## src/rtl/lcd_nibble_receiver_if.sv

```systemverilog
// lcd_nibble_receiver_if
//   The 4-bit HD44780-style write bus that runs from an LCD controller to an LCD.
//   master : the controller, which drives E, RS, RW and DB[7:4].
//   slave  : the receiver or monitor, which only observes the bus.
//   iLCD_Enabled         E strobe
//   iLCD_RegisterSelect  0 = command, 1 = data
//   iLCD_ReadWrite       must be 0 (write-only bus)
//   iLCD_Data            nibble on DB[7:4]
interface lcd_nibble_receiver_if;
    logic       iLCD_Enabled;
    logic       iLCD_RegisterSelect;
    logic       iLCD_ReadWrite;
    logic [3:0] iLCD_Data;

    modport master (
        output iLCD_Enabled,
        output iLCD_RegisterSelect,
        output iLCD_ReadWrite,
        output iLCD_Data
    );

    modport slave (
        input iLCD_Enabled,
        input iLCD_RegisterSelect,
        input iLCD_ReadWrite,
        input iLCD_Data
    );
endinterface

```

## src/rtl/lcd_nibble_receiver.sv

```systemverilog
// lcd_nibble_receiver
//   LCD-side responder for the 4-bit HD44780 write bus.
//   It waits for the power-on sync sequence (3,3,3,2), then pairs nibbles, high nibble first,
//   into command or data bytes. It also checks E strobe timing and the bus protocol.
//
//   Ports:
//     Clock, Reset      rising-edge clock; synchronous active-high reset
//     lcd               bus being observed (slave modport)
//     oByte             last assembled byte {high, low}
//     oByteIsData       RS value of the last assembled byte
//     oByteValid        one-cycle pulse when oByte / oByteIsData update
//     oInitDone         sync sequence has completed (held until Reset)
//     oByteCount        number of bytes accepted, wraps from 255 to 0
//     oTimingError      sticky: E-high time or gap time was too short
//     oSequenceError    sticky: bad sync nibble, RS mismatch inside a pair, or a strobe with RW=1
module lcd_nibble_receiver #(
    parameter int unsigned MIN_E_HIGH = 1,
    parameter int unsigned MIN_GAP    = 2,
    parameter int unsigned CNT_W      = 8
) (
    input  logic                       Clock,
    input  logic                       Reset,
    lcd_nibble_receiver_if.slave       lcd,
    output logic [7:0]                 oByte,
    output logic                       oByteIsData,
    output logic                       oByteValid,
    output logic                       oInitDone,
    output logic [7:0]                 oByteCount,
    output logic                       oTimingError,
    output logic                       oSequenceError
);

    localparam logic [CNT_W-1:0] CntMax   = '1;
    localparam logic [CNT_W-1:0] CntOne   = CNT_W'(1);
    localparam logic [CNT_W-1:0] MinEHigh = CNT_W'(MIN_E_HIGH);
    localparam logic [CNT_W-1:0] MinGap   = CNT_W'(MIN_GAP);

    typedef enum logic [2:0] {
        StSync0, StSync1, StSync2, StSync3, StHigh, StLow
    } state_e;

    state_e           state_q, state_d;
    logic             e_q, e_d;
    logic             idle_seen_q, idle_seen_d;     // E has been seen low since reset
    logic             strobe_open_q, strobe_open_d; // a real rise has occurred and E has not yet fallen
    logic             fall_seen_q, fall_seen_d;
    logic             rs_lat_q, rs_lat_d;
    logic             rw_lat_q, rw_lat_d;
    logic [3:0]       db_lat_q, db_lat_d;
    logic [CNT_W-1:0] high_cnt_q, high_cnt_d;
    logic [CNT_W-1:0] gap_cnt_q, gap_cnt_d;
    logic [3:0]       hi_q, hi_d;
    logic             rs_hi_q, rs_hi_d;
    logic [7:0]       byte_q, byte_d;
    logic             is_data_q, is_data_d;
    logic             valid_q, valid_d;
    logic             init_done_q, init_done_d;
    logic [7:0]       count_q, count_d;
    logic             terr_q, terr_d;
    logic             serr_q, serr_d;

    logic e, rise, fall;

    always_comb begin
        e    = lcd.iLCD_Enabled;
        // If E is already high when reset is released, that high level does not count as a rise.
        // The matching fall is then masked by strobe_open_q.
        rise = e & ~e_q & idle_seen_q;
        fall = ~e & e_q & strobe_open_q;

        e_d           = e;
        idle_seen_d   = idle_seen_q | ~e;
        strobe_open_d = rise ? 1'b1 : (e ? strobe_open_q : 1'b0);
        fall_seen_d   = fall_seen_q | fall;
        rs_lat_d      = e ? lcd.iLCD_RegisterSelect : rs_lat_q;
        rw_lat_d      = e ? lcd.iLCD_ReadWrite      : rw_lat_q;
        db_lat_d      = e ? lcd.iLCD_Data           : db_lat_q;

        // The high count includes the rise cycle itself.
        high_cnt_d = high_cnt_q;
        if (rise)                          high_cnt_d = CntOne;
        else if (e && high_cnt_q != CntMax) high_cnt_d = high_cnt_q + CntOne;

        // The gap count is cleared in the fall cycle, so an E low for only one cycle gives a gap of 0.
        gap_cnt_d = gap_cnt_q;
        if (~e & e_q)                        gap_cnt_d = '0;
        else if (!e && gap_cnt_q != CntMax)  gap_cnt_d = gap_cnt_q + CntOne;

        state_d     = state_q;
        hi_d        = hi_q;
        rs_hi_d     = rs_hi_q;
        byte_d      = byte_q;
        is_data_d   = is_data_q;
        valid_d     = 1'b0;
        init_done_d = init_done_q;
        count_d     = count_q;
        terr_d      = terr_q;
        serr_d      = serr_q;

        if (fall && high_cnt_q < MinEHigh)              terr_d = 1'b1;
        if (rise && fall_seen_q && gap_cnt_q < MinGap) terr_d = 1'b1;

        if (fall) begin
            if (rw_lat_q) begin
                serr_d = 1'b1;
            end else begin
                unique case (state_q)
                    StSync0, StSync1, StSync2: begin
                        if (db_lat_q == 4'h3 && !rs_lat_q) begin
                            state_d = state_e'(state_q + 3'd1);
                        end else begin
                            serr_d  = 1'b1;
                            state_d = StSync0;
                        end
                    end
                    StSync3: begin
                        if (db_lat_q == 4'h2 && !rs_lat_q) begin
                            state_d     = StHigh;
                            init_done_d = 1'b1;
                        end else if (db_lat_q == 4'h3 && !rs_lat_q) begin
                            state_d = StSync3;
                        end else begin
                            serr_d  = 1'b1;
                            state_d = StSync0;
                        end
                    end
                    StHigh: begin
                        hi_d    = db_lat_q;
                        rs_hi_d = rs_lat_q;
                        state_d = StLow;
                    end
                    StLow: begin
                        if (rs_lat_q == rs_hi_q) begin
                            byte_d    = {hi_q, db_lat_q};
                            is_data_d = rs_lat_q;
                            valid_d   = 1'b1;
                            count_d   = count_q + 8'd1;
                        end else begin
                            serr_d = 1'b1;
                        end
                        state_d = StHigh;
                    end
                    default: state_d = StSync0;
                endcase
            end
        end
    end

    always_ff @(posedge Clock) begin
        if (Reset) begin
            state_q       <= StSync0;
            e_q           <= 1'b0;
            idle_seen_q   <= 1'b0;
            strobe_open_q <= 1'b0;
            fall_seen_q   <= 1'b0;
            rs_lat_q      <= 1'b0;
            rw_lat_q      <= 1'b0;
            db_lat_q      <= '0;
            high_cnt_q    <= '0;
            gap_cnt_q     <= '0;
            hi_q          <= '0;
            rs_hi_q       <= 1'b0;
            byte_q        <= '0;
            is_data_q     <= 1'b0;
            valid_q       <= 1'b0;
            init_done_q   <= 1'b0;
            count_q       <= '0;
            terr_q        <= 1'b0;
            serr_q        <= 1'b0;
        end else begin
            state_q       <= state_d;
            e_q           <= e_d;
            idle_seen_q   <= idle_seen_d;
            strobe_open_q <= strobe_open_d;
            fall_seen_q   <= fall_seen_d;
            rs_lat_q      <= rs_lat_d;
            rw_lat_q      <= rw_lat_d;
            db_lat_q      <= db_lat_d;
            high_cnt_q    <= high_cnt_d;
            gap_cnt_q     <= gap_cnt_d;
            hi_q          <= hi_d;
            rs_hi_q       <= rs_hi_d;
            byte_q        <= byte_d;
            is_data_q     <= is_data_d;
            valid_q       <= valid_d;
            init_done_q   <= init_done_d;
            count_q       <= count_d;
            terr_q        <= terr_d;
            serr_q        <= serr_d;
        end
    end

    assign oByte          = byte_q;
    assign oByteIsData    = is_data_q;
    assign oByteValid     = valid_q;
    assign oInitDone      = init_done_q;
    assign oByteCount     = count_q;
    assign oTimingError   = terr_q;
    assign oSequenceError = serr_q;

endmodule

```

## src/flat_wrapper.sv

```systemverilog
// flat-port wrapper written by rule: the top's interface ports become plain ports
module lcd_nibble_receiver_flat 
#(
    parameter int unsigned MIN_E_HIGH = 1,
    parameter int unsigned MIN_GAP    = 2,
    parameter int unsigned CNT_W      = 8
)
  (Clock, Reset, oByte, oByteIsData, oByteValid, oInitDone, oByteCount, oTimingError, oSequenceError, lcd_iLCD_Enabled, lcd_iLCD_RegisterSelect, lcd_iLCD_ReadWrite, lcd_iLCD_Data);
  lcd_nibble_receiver_if lcd_i ();
  input  logic Clock;
  input  logic Reset;
  output logic [7:0] oByte;
  output logic oByteIsData;
  output logic oByteValid;
  output logic oInitDone;
  output logic [7:0] oByteCount;
  output logic oTimingError;
  output logic oSequenceError;
  input wire logic [$bits(lcd_i.iLCD_Enabled)-1:0] lcd_iLCD_Enabled;
  input wire logic [$bits(lcd_i.iLCD_RegisterSelect)-1:0] lcd_iLCD_RegisterSelect;
  input wire logic [$bits(lcd_i.iLCD_ReadWrite)-1:0] lcd_iLCD_ReadWrite;
  input wire logic [$bits(lcd_i.iLCD_Data)-1:0] lcd_iLCD_Data;
  assign lcd_i.iLCD_Enabled = lcd_iLCD_Enabled;
  assign lcd_i.iLCD_RegisterSelect = lcd_iLCD_RegisterSelect;
  assign lcd_i.iLCD_ReadWrite = lcd_iLCD_ReadWrite;
  assign lcd_i.iLCD_Data = lcd_iLCD_Data;
  lcd_nibble_receiver #(.MIN_E_HIGH(MIN_E_HIGH), .MIN_GAP(MIN_GAP), .CNT_W(CNT_W)) u_core (.Clock(Clock), .Reset(Reset), .lcd(lcd_i), .oByte(oByte), .oByteIsData(oByteIsData), .oByteValid(oByteValid), .oInitDone(oInitDone), .oByteCount(oByteCount), .oTimingError(oTimingError), .oSequenceError(oSequenceError));
endmodule
```

## config.mk

```make
export PLATFORM = sky130hd
export DESIGN_NAME = lcd_nibble_receiver_flat
export DESIGN_NICKNAME = d
export VERILOG_FILES = /design/src/rtl/lcd_nibble_receiver_if.sv /design/src/rtl/lcd_nibble_receiver.sv /design/src/flat_wrapper.sv
export SDC_FILE = /design/constraint.sdc
export NUM_CORES = 1
export LEC_CHECK = 0
export ABC_AREA = 1
export BUFFER_PORTS_ARGS = -buffer_cell sky130_fd_sc_hd__buf_2
export CAP_MARGIN = 5
export CORE_UTILIZATION = 50
export DETAILED_ROUTE_END_ITERATION = 6
export PLACE_DENSITY = 0.73
export SLEW_MARGIN = 0
export SYNTH_ARGS = -nofsm -noshare
export SYNTH_HDL_FRONTEND = slang
export SYNTH_SLANG_ARGS = --single-unit
```

## constraint.sdc

```tcl
create_clock -name Clock -period 1.45 [get_ports Clock]
set_input_delay 0.2175 -clock Clock [delete_from_list [all_inputs] [get_ports Clock]]
set_output_delay 0.2175 -clock Clock [all_outputs]
set_load 0.02 [all_outputs]
```

==> results.py, run 1 <==
metrics = {
    "run_status": {
        "outcome": "completed",
    },
    "route": {
        "drt_iter0_drc": 160,
        "post_drt_wl_per_cell_um": 11.90,
        "first_pass_iters": 4,
        "vias": 2513,
        "detail-route-antenna-nets": 0,
        "drc": 0,
        "wl_um": 5845,
        "vias_per_cell": 5.118,
    },
    "clock_network": {
        "cts_root_buf": "clkbuf_8",
        "cts.sinks": 55,
        "cts_hold_buffers": 0,
        "cts_tree": "built",
        "clkLatencyLatePin_ns": 0.31,
        "cts_buffer_depth": 2,
        "path_clk_slew_ns": 0.10,
        "cts_inserted_buffers": 5,
        "htreeDepth": 2,
    },
    "critical_path": {
        "rrSetupSlack_ns": 0.03,
        "cp_data_required_time_ns": 1.72,
        "cp-startpoint": "u_core.state_q[0]$_SDFFE_PP0P_",
        "reg2reg_from": "u_core.state_q[0]$_SDFFE_PP0P_",
        "endpoint_kind": "register",
        "rr_endpoint": "u_core.oByteCount[2]$_SDFFE_PP0P_",
        "start_kind": "register",
        "arrival_ns": 1.69,
        "rr_worst_depth": 8,
        "crit_type": "reg -> reg",
        "crit_fanout": 9,
    },
    "job": {
        "cap_viol_max_count": 0,
    },
    "timing": {
        "setup_violations": 0,
        "slew_headroom_pct": 74.45,
        "hold_viol_final": 0,
        "fin_hold_ws_ns": 0.1288,
        "fin_tns_setup_ns": 0,
        "slew_viol_final": 0,
        "finalClockSkew_ns": 0.005620,
        "fmax_mhz": 704.1,
        "fin_crit_ns": 1.420,
        "rsz0062_at_grt": "true",
        "worst_pin_slew_ns": 0.3833,
        "post-route-period-util_pct": 97.95,
    },
    "layout": {
        "stdcell_count": 491,
        "synthToLayoutAreaGrowth_pct": 22.97,
        "final_cell_mix": "nand2_1, dfxtp_1, nor2_1",
        "final_common_cell": "nand2_1",
        "insertedDiodeCount": 0,
        "nNetsFinal": 441,
        "drive_gt1_share_pct": 22.41,
    },
    "logic_synthesis": {
        "syn_nets": 389,
        "syn_inst": 371,
        "ys_types": 30,
        "netlist_area_sq_um": 2609,
        "ys_warn_count": 0,
        "ys_seq_area_share_pct": 42.21,
        "syn_area_per_cell_sq_um": 7.032,
        "synth-seq-cells": 55,
    },
    "global_routing": {
        "grt_pass1_wl_um": 9798,
        "grt_pass1_vias": 2317,
        "grt_antenna_before_repair": 0,
        "grt_max_degree": 27,
        "grt_usage_pct": 22.76,
        "gr-total-overflow": 0,
    },
    "die": {
        "die_y_um": 74.23,
        "num_rows": 25,
        "initial_core_util_pct": 53.46,
        "core_sq_um": 4880,
        "die_x_um": 74.23,
        "ios": 30,
        "die_area_sq_um": 5510,
    },
    "worst_hold_path": {
        "min_path_type": "in -> reg",
        "holdPathEnd": "u_core.db_lat_q[3]$_SDFFE_PP0P_",
        "hold_start": "lcd_iLCD_Data[3]",
        "whs_path_depth": 3,
    },
    "power_and_ir_drop": {
        "finalPower_w": 0.002629,
        "peakVddDrop_mv": 0.5376,
        "p_per_area_nw_per_um2": 819.6,
        "power_leakage_nw": 1.398,
    },
    "placed_design": {
        "place_inst": 480,
        "gp_congestion": 0.8850,
        "portBuffers": 29,
        "dp_hpwl_um": 4122,
    },
}
==> how the worst max path moves through the flow <==
stage,slack (ns),end,depth (start not counted)
2_1_floorplan,0.07,u_core.oByteCount[2]$_SDFFE_PP0P_,9
6_report,0.03,u_core.oByteCount[2]$_SDFFE_PP0P_,8
3_5_place_dp,-0.19,u_core.gap_cnt_q[5]$_SDFFE_PP0P_,7
4_1_cts,0.003,u_core.gap_cnt_q[0]$_SDFFE_PP0P_,8
3_3_place_gp,-0.12,u_core.gap_cnt_q[2]$_SDFFE_PP0P_,7
5_1_grt,-0.06,u_core.oByteCount[2]$_SDFFE_PP0P_,8
==> worst max-delay path, stage by stage (launching register included) <==
cell	delay [ns]
dfxtp_4	0.37
buf_4	0.10
ha_1	0.15
nand2_2	0.08
nor2_4	0.11
nand2_4	0.08
buf_4	0.17
o21ai_0	0.15
and3_1	0.16
==> routing by layer <==
layer | part of all wire [%] | vias to the layer above | GRT usage, %
li1 | - | 1296 | -
met1 | 47 | 1153 | 29.42
met2 | 47 | 51 | 37.98
met3 | 3.7 | 13 | 4.201
met4 | 1.8 | 0 | 8.386
met5 | 0 | - | 0
==> cells in the mapped netlist <==
cell type	number	area (sq um)
nand2_1	82	307.8
dfxtp_1	55	1101
nor2_1	52	195.2
inv_1	40	150.1
a21oi_1	36	180.2
o21ai_0	26	130.1
nand3_1	22	110.1
nor3_1	10	50.05
ha_1	9	112.6
clkbuf_1	5	18.77
nand3b_1	5	37.54
o21ai_1	4	20.02
xor2_1	4	35.03
inv_2	3	11.26
buf_2	2	10.01
nand4_1	2	12.51
a21boi_0	1	7.510
a21oi_2	1	8.760
and3_1	1	6.260
buf_4	1	7.510
buf_6	1	11.26
inv_4	1	6.260
nand2_4	1	11.26
nand3_4	1	17.52
nor2_4	1	11.26
nor4_1	1	6.260
o211a_1	1	10.01
o21a_1	1	7.510
or2_2	1	6.260
xnor2_1	1	8.760
==> final cells by class <==
| class | instances | area, sq um |
|---|---|---|
| fillers | 467 | 1672 |
| multi-input cells | 263 | 1405 |
| flip-flops and latches | 55 | 1109 |
| repair buffers | 54 | 345.3 |
| inverters | 44 | 172.7 |
| well taps | 67 | 83.83 |
| clock buffers | 5 | 68.82 |
| clock inverters | 3 | 23.77 |
==> flip-flops by register name, indices dropped and copies added (netlist names), 3 cells and up <==
name / count
u_core.db_lat_q: 4
u_core.oByteCount: 8
u_core.state_q: 3
u_core.oByte: 8
u_core.hi_q: 4
u_core.gap_cnt_q: 8
u_core.high_cnt_q: 8
==> metrics by stage <==
step / worst slack, ns / instance area, sq um / util [%]
after floorplan: 0.07161 / 2609 / -
after global placement: -0.1250 / 2968 / 60.82
after detailed placement: -0.1910 / 2968 / 60.82
after CTS: 0.002592 / 3083 / 63.18
after global routing: -0.05600 / 3208 / 65.74
final: 0.02980 / 3208 / 65.74
==> power breakdown <==
part           total (W)  internal, W  switching (W)
Combinational   0.000189    0.0000720       0.000117
Clock           0.000878     0.000347       0.000531
Sequential       0.00156      0.00154      0.0000261
Total            0.00263      0.00195       0.000675
==> kinds of logic (layout without fill, tap and decap cells) <==
group | count (synthesis) | count (layout) | synth area share [%]
adder cells (fa/ha/maj) | 9 | 9 | 4.317
flip-flops | 55 | 55 | 42.21
buffers and inverters | 53 | 106 | 8.250
AND/OR/NAND/NOR | 179 | 179 | 29.59
XOR/XNOR | 5 | 5 | 1.679
AO/OA/AOI/OAI | 70 | 70 | 13.96
==> what timing repair did <==
action | CTS | global route
cloned | 0 | 0
resized for setup | 6 | 32
pin swaps | 0 | 9
hold endpoints to repair | 0 | 0
buffers inserted | 0 | 3
endpoints found under the setup margin | 14 | 30
Power figures use the tool's default switching activity.
==> run 2, diff against run 1 <==
--- a/config.mk
+++ b/config.mk
@@ -11,6 +11,7 @@
 export CORE_UTILIZATION = 50
 export DETAILED_ROUTE_END_ITERATION = 6
 export PLACE_DENSITY = 0.73
+export REMOVE_ABC_BUFFERS = 1
 export SLEW_MARGIN = 0
 export SYNTH_ARGS = -nofsm -noshare
 export SYNTH_HDL_FRONTEND = slang
==> results.py, run 2 (synthesized netlist as in run 1, its figures left out) <==
metrics = {
    "critical_path": {
        "rr_endpoint": "u_core.gap_cnt_q[0]$_SDFFE_PP0P_",
        "crit_type": "reg -> reg",
        "cp-startpoint": "u_core.gap_cnt_q[0]$_SDFFE_PP0P_",
        "endpoint_kind": "register",
        "arrival_ns": 1.64,
        "rrSetupSlack_ns": 0.06,
        "start_kind": "register",
        "cp_data_required_time_ns": 1.70,
        "crit_fanout": 5,
        "rr_worst_depth": 8,
        "reg2reg_from": "u_core.gap_cnt_q[0]$_SDFFE_PP0P_",
        "crit_end": "u_core.gap_cnt_q[0]$_SDFFE_PP0P_",
    },
    "timing": {
        "finalClockSkew_ns": 0.01301,
        "fin_ws_ns": 0.05690,
        "fin_crit_ns": 1.393,
        "slew_headroom_pct": 73.50,
        "slew_viol_final": 0,
        "hold_viol_final": 0,
        "fin_hold_ws_ns": 0.1206,
        "fmax_mhz": 717.8,
        "post-route-period-util_pct": 96.08,
        "worst_pin_slew_ns": 0.3974,
        "rsz0062_at_grt": "true",
        "setup_violations": 0,
    },
    "global_routing": {
        "grt_pass1_wl_um": 8838,
        "grt_usage_pct": 20.47,
        "grt_pass1_vias": 2123,
        "grt_max_degree": 27,
        "grt_antenna_before_repair": 0,
        "gr-total-overflow": 0,
    },
    "placed_design": {
        "dpl_cell_area_sq_um": 2943,
        "pre_cts_slack_ns": -0.1861,
        "portBuffers": 29,
        "gp_congestion": 0.8546,
        "dp_hpwl_um": 3868,
    },
    "layout": {
        "insertedDiodeCount": 0,
        "final_common_cell": "nand2_1",
        "synthToLayoutAreaGrowth_pct": 21.73,
        "nNetsFinal": 435,
        "drive_gt1_share_pct": 21.29,
        "final_cell_mix": "nand2_1, dfxtp_1, nor2_1",
        "design_area_sq_um": 3176,
    },
    "worst_hold_path": {
        "min_path_type": "in -> reg",
    },
    "clock_network": {
        "cts_root_buf": "clkbuf_8",
        "cts_inserted_buffers": 5,
        "cts.sinks": 55,
        "cts_hold_buffers": 0,
        "cts_tree": "built",
        "path_clk_slew_ns": 0.11,
        "cts_buffer_depth": 2,
        "clkLatencyLatePin_ns": 0.32,
        "htreeDepth": 2,
    },
    "die": {
        "ios": 30,
        "core_sq_um": 4880,
        "initial_core_util_pct": 53.46,
        "die_area_sq_um": 5510,
        "die_y_um": 74.23,
        "num_rows": 25,
        "die_x_um": 74.23,
    },
    "route": {
        "vias_per_cell": 5.004,
        "first_pass_iters": 4,
        "drc": 0,
        "vias": 2427,
        "detail-route-antenna-nets": 0,
        "drt_iter0_drc": 128,
        "wl_um": 5512,
        "post_drt_wl_per_cell_um": 11.36,
    },
    "power_and_ir_drop": {
        "peakVddDrop_mv": 0.7085,
        "power.internal_w": 0.001967,
        "combPwrFrac_pct": 6.8,
        "p_seq_share_pct": 58.8,
        "p_per_area_nw_per_um2": 834.5,
        "clockPowerShare_pct": 34.4,
        "p_sw_share_pct": 25.78,
        "p_sw_w": 0.0006832,
        "power_leakage_nw": 1.384,
    },
    "run_status": {
        "outcome": "completed",
    },
    "job": {
        "cap_viol_max_count": 0,
    },
}
==> run 2: cell count changes in the layout (fill, tap and decap cells not counted), sizes merged <==
cell and change:
clkinvlp -2, inv +2, a21oi +1, buf -7
==> run 2: power by group through the flow <==
stage,clock network [W],logic [W],registers [W]
floorplan,0,0.0000971,0.00159
global placement,0,0.000166,0.00159
detailed placement,0,0.000168,0.00159
CTS,0.000931,0.000169,0.00156
global route,0.000988,0.000204,0.00156
finish,0.000911,0.000179,0.00156
==> run 2: per-stage QoR <==
step | TNS (ns) | total power [W] | util (%) | cells
after floorplan | -0.1128 | 0.001689 | - | 362
after global placement | -0.6890 | 0.001759 | 60.31 | 475
after detailed placement | -1.076 | 0.001762 | 60.31 | 475
after CTS | 0 | 0.002660 | 62.51 | 483
after global routing | -0.02342 | 0.002755 | 65.08 | 485
final | 0 | 0.002650 | 65.08 | 485
==> run 2: timing repair <==
action | 4_1_cts | 5_1_grt
pin swaps | 0 | 6
gates cloned | 0 | 1
hold endpoints to repair | 0 | 0
endpoints found under the setup margin | 10 | 35
setup buffers | 0 | 1
resized for setup | 3 | 32
==> run 2: critical path, stage by stage, from the launching register on <==
cell     delay [ns]
dfxtp_2        0.33
ha_2           0.18
nand3_1        0.09
nor2_2         0.05
buf_4          0.14
nand2_1        0.06
nand2_2        0.08
or2_2          0.29
a21oi_2        0.11
==> run 2: final cells by class <==
cell class,instances,area [sq um]
Clock buffer,5,68.82
Tap cell,67,83.83
Inverter,44,170.2
Timing Repair Buffer,47,305.3
Sequential cell,55,1112
Fill cell,434,1704
Multi-Input combinational cell,264,1406
Clock inverter,3,28.78
==> run 2: worst min-delay path by stage <==
stage               cells after the start  slack (ns)                         endpoint                          start
floorplan                               1        0.29    u_core.idle_seen_q$_SDFF_PP0_                          Reset
global placement                        2        0.44    u_core.oInitDone$_SDFFE_PP0P_  u_core.oInitDone$_SDFFE_PP0P_
detailed placement                      2        0.45    u_core.oInitDone$_SDFFE_PP0P_  u_core.oInitDone$_SDFFE_PP0P_
CTS                                     3        0.12  u_core.db_lat_q[1]$_SDFFE_PP0P_               lcd_iLCD_Data[1]
global route                            3        0.13  u_core.db_lat_q[1]$_SDFFE_PP0P_               lcd_iLCD_Data[1]
finish                                  3        0.12  u_core.db_lat_q[3]$_SDFFE_PP0P_               lcd_iLCD_Data[3]
==> run 2: routing by layer <==
layer	track usage [%]	up-vias	share of wire [%]	wire length [um]
met5	0	-	0	0
met4	5.660	0	0.71	39
met3	4.336	2	2.8	154
met2	36.77	30	49	2716
met1	24.69	1106	47	2601
li1	-	1289	-	-
==> run 3, diff against run 2 <==
--- a/config.mk
+++ b/config.mk
@@ -10,7 +10,7 @@
 export CAP_MARGIN = 5
 export CORE_UTILIZATION = 50
 export DETAILED_ROUTE_END_ITERATION = 6
-export PLACE_DENSITY = 0.73
+export PLACE_DENSITY = 0.76
 export REMOVE_ABC_BUFFERS = 1
 export SLEW_MARGIN = 0
 export SYNTH_ARGS = -nofsm -noshare
==> results.py, run 3 (synthesized netlist as in run 1, its figures left out) <==
metrics = {
    "run_status": {
        "outcome": "completed",
    },
    "route": {
        "detail-route-antenna-nets": 0,
        "routed.top_layer": "met4",
        "vias": 2481,
        "drt_iter0_drc": 64,
        "wl_met2_um": 2780,
        "post_drt_wl_per_cell_um": 11.37,
        "drc": 0,
        "wl_met1_um": 2459,
        "wl_met3_um": 201,
        "vias_per_cell": 5.105,
        "wl_um": 5528,
        "first_pass_iters": 4,
    },
    "global_routing": {
        "grt_antenna_before_repair": 0,
        "grt_pass1_wl_um": 8838,
        "grt_max_degree": 18,
        "gr-total-overflow": 0,
        "grt_pass1_vias": 2185,
        "grt_usage_pct": 20.58,
    },
    "critical_path": {
        "crit_fanout": 5,
        "rr_endpoint": "u_core.gap_cnt_q[1]$_SDFFE_PP0P_",
        "cp-startpoint": "u_core.gap_cnt_q[0]$_SDFFE_PP0P_",
        "rr_worst_depth": 9,
        "cp_top_family": "simple AND/OR/NAND/NOR gates",
        "crit_type": "reg -> reg",
        "cpMostUsedCell": "buf_4",
        "start_kind": "register",
        "cpPeakStageDelay_ns": 0.35,
        "arrival_ns": 1.68,
        "path_cells": "ha_2 > nand3_1 > nor2_2 > buf_4 > nand2_1 > nand2_2 > buf_4 > o21ai_0 > nor2_1",
        "reg2reg_from": "u_core.gap_cnt_q[0]$_SDFFE_PP0P_",
        "endpoint_kind": "register",
        "rrSetupSlack_ns": 0.02,
        "cp_data_required_time_ns": 1.70,
        "critPathBufInv": 2,
        "crit_slowest_cell": "dfxtp_2",
    },
    "placed_design": {
        "portBuffers": 29,
        "dpl_cell_area_sq_um": 2935,
        "pre_cts_slack_ns": -0.1522,
        "place_inst": 474,
        "gp_congestion": 0.8584,
        "dp_hpwl_um": 3933,
    },
    "timing": {
        "setup_violations": 0,
        "finalClockSkew_ns": 0.005709,
        "slew_headroom_pct": 79.29,
        "worst_pin_slew_ns": 0.3106,
        "slew_viol_final": 0,
        "hold_viol_final": 0,
        "fmax_mhz": 698.4,
        "fin_ws_ns": 0.01819,
        "post-route-period-util_pct": 98.75,
        "fin_hold_ws_ns": 0.1249,
        "fin_crit_ns": 1.432,
        "rsz0062_at_grt": "true",
    },
    "layout": {
        "final_cell_mix": "nand2_1, nor2_1, dfxtp_1",
        "final_common_cell": "nand2_1",
        "stdcell_count": 486,
        "final_util_pct": 65.15,
        "insertedDiodeCount": 0,
        "nNetsFinal": 436,
        "design_area_sq_um": 3179,
        "synthToLayoutAreaGrowth_pct": 21.87,
        "drive_gt1_share_pct": 21.72,
    },
    "power_and_ir_drop": {
        "peakVddDrop_mv": 0.7385,
        "p_seq_share_pct": 60.3,
        "power_leakage_nw": 1.396,
        "p_sw_share_pct": 24.97,
        "combPwrFrac_pct": 7.1,
        "p_per_area_nw_per_um2": 814.5,
        "clockPowerShare_pct": 32.7,
        "p_sw_w": 0.0006465,
        "power.internal_w": 0.001943,
    },
    "die": {
        "die_area_sq_um": 5510,
        "die_y_um": 74.23,
        "ios": 30,
        "initial_core_util_pct": 53.46,
        "die_x_um": 74.23,
        "num_rows": 25,
        "core_sq_um": 4880,
    },
    "clock_network": {
        "clkLatencyLatePin_ns": 0.31,
        "path_clk_slew_ns": 0.10,
        "htreeDepth": 2,
        "cts_root_buf": "clkbuf_8",
        "cts_inserted_buffers": 5,
        "cts.sinks": 55,
        "cts_tree": "built",
        "cts_buffer_depth": 2,
    },
    "job": {
        "cap_viol_max_count": 0,
    },
    "worst_hold_path": {
        "hold_start": "lcd_iLCD_Data[1]",
        "whs_path_depth": 3,
        "holdPathEnd": "u_core.db_lat_q[1]$_SDFFE_PP0P_",
        "min_path_type": "in -> reg",
    },
}
==> run 3: layout make-up <==
type                    count  area (sq um)
clock buffers               5         68.82
clock inverters             3         20.02
fillers                   441          1700
inverters                  44         172.7
multi-input cells         263          1400
flip-flops and latches     55          1114
well taps                  67         83.83
repair buffers             49         320.3
==> run 3: per-stage QoR <==
stage | TNS (ns) | total power (W)
after detailed placement | -0.8853 | 0.001763
after global routing | -0.1378 | 0.002691
final | 0 | 0.002589
after CTS | 0 | 0.002589
after floorplan | -0.1128 | 0.001689
after global placement | -0.6242 | 0.001757
==> run 3: repair_timing <==
action,in CTS,in global routing
hold buffers,0,0
buffers inserted,0,4
pin swaps,0,9
hold endpoints to repair,0,0
gates resized for setup,5,34
endpoints found under the setup margin,17,34
==> run 3: power groups by stage <==
stage / Clock [W] / Sequential (W) / Combinational [W]
detailed placement: 0 / 0.00160 / 0.000167
global route: 0.000918 / 0.00156 / 0.000209
floorplan: 0 / 0.00159 / 0.0000971
global placement: 0 / 0.00159 / 0.000163
CTS: 0.000859 / 0.00156 / 0.000169
finish: 0.000846 / 0.00156 / 0.000183
==> run 3: worst reg2reg max path, cell delays in order (launching register included) <==
cell	delay (ns)
dfxtp_2	0.35
ha_2	0.18
nand3_1	0.09
nor2_2	0.18
buf_4	0.14
nand2_1	0.05
nand2_2	0.10
buf_4	0.12
o21ai_0	0.06
nor2_1	0.10
==> run 3: worst max path at each step <==
stage	to	depth (start not counted)
after global routing	u_core.gap_cnt_q[1]$_SDFFE_PP0P_	9
after CTS	u_core.gap_cnt_q[0]$_SDFFE_PP0P_	8
after global placement	u_core.gap_cnt_q[2]$_SDFFE_PP0P_	7
after floorplan	u_core.oByteCount[2]$_SDFFE_PP0P_	8
after detailed placement	u_core.gap_cnt_q[4]$_SDFFE_PP0P_	7
final	u_core.gap_cnt_q[1]$_SDFFE_PP0P_	9
==> run 3: per-layer routing <==
layer  GRT usage, %  up-vias
met5              0        -
met4          8.595        0
met3          3.794       10
met2          38.69       53
met1          22.61     1133
li1               -     1285
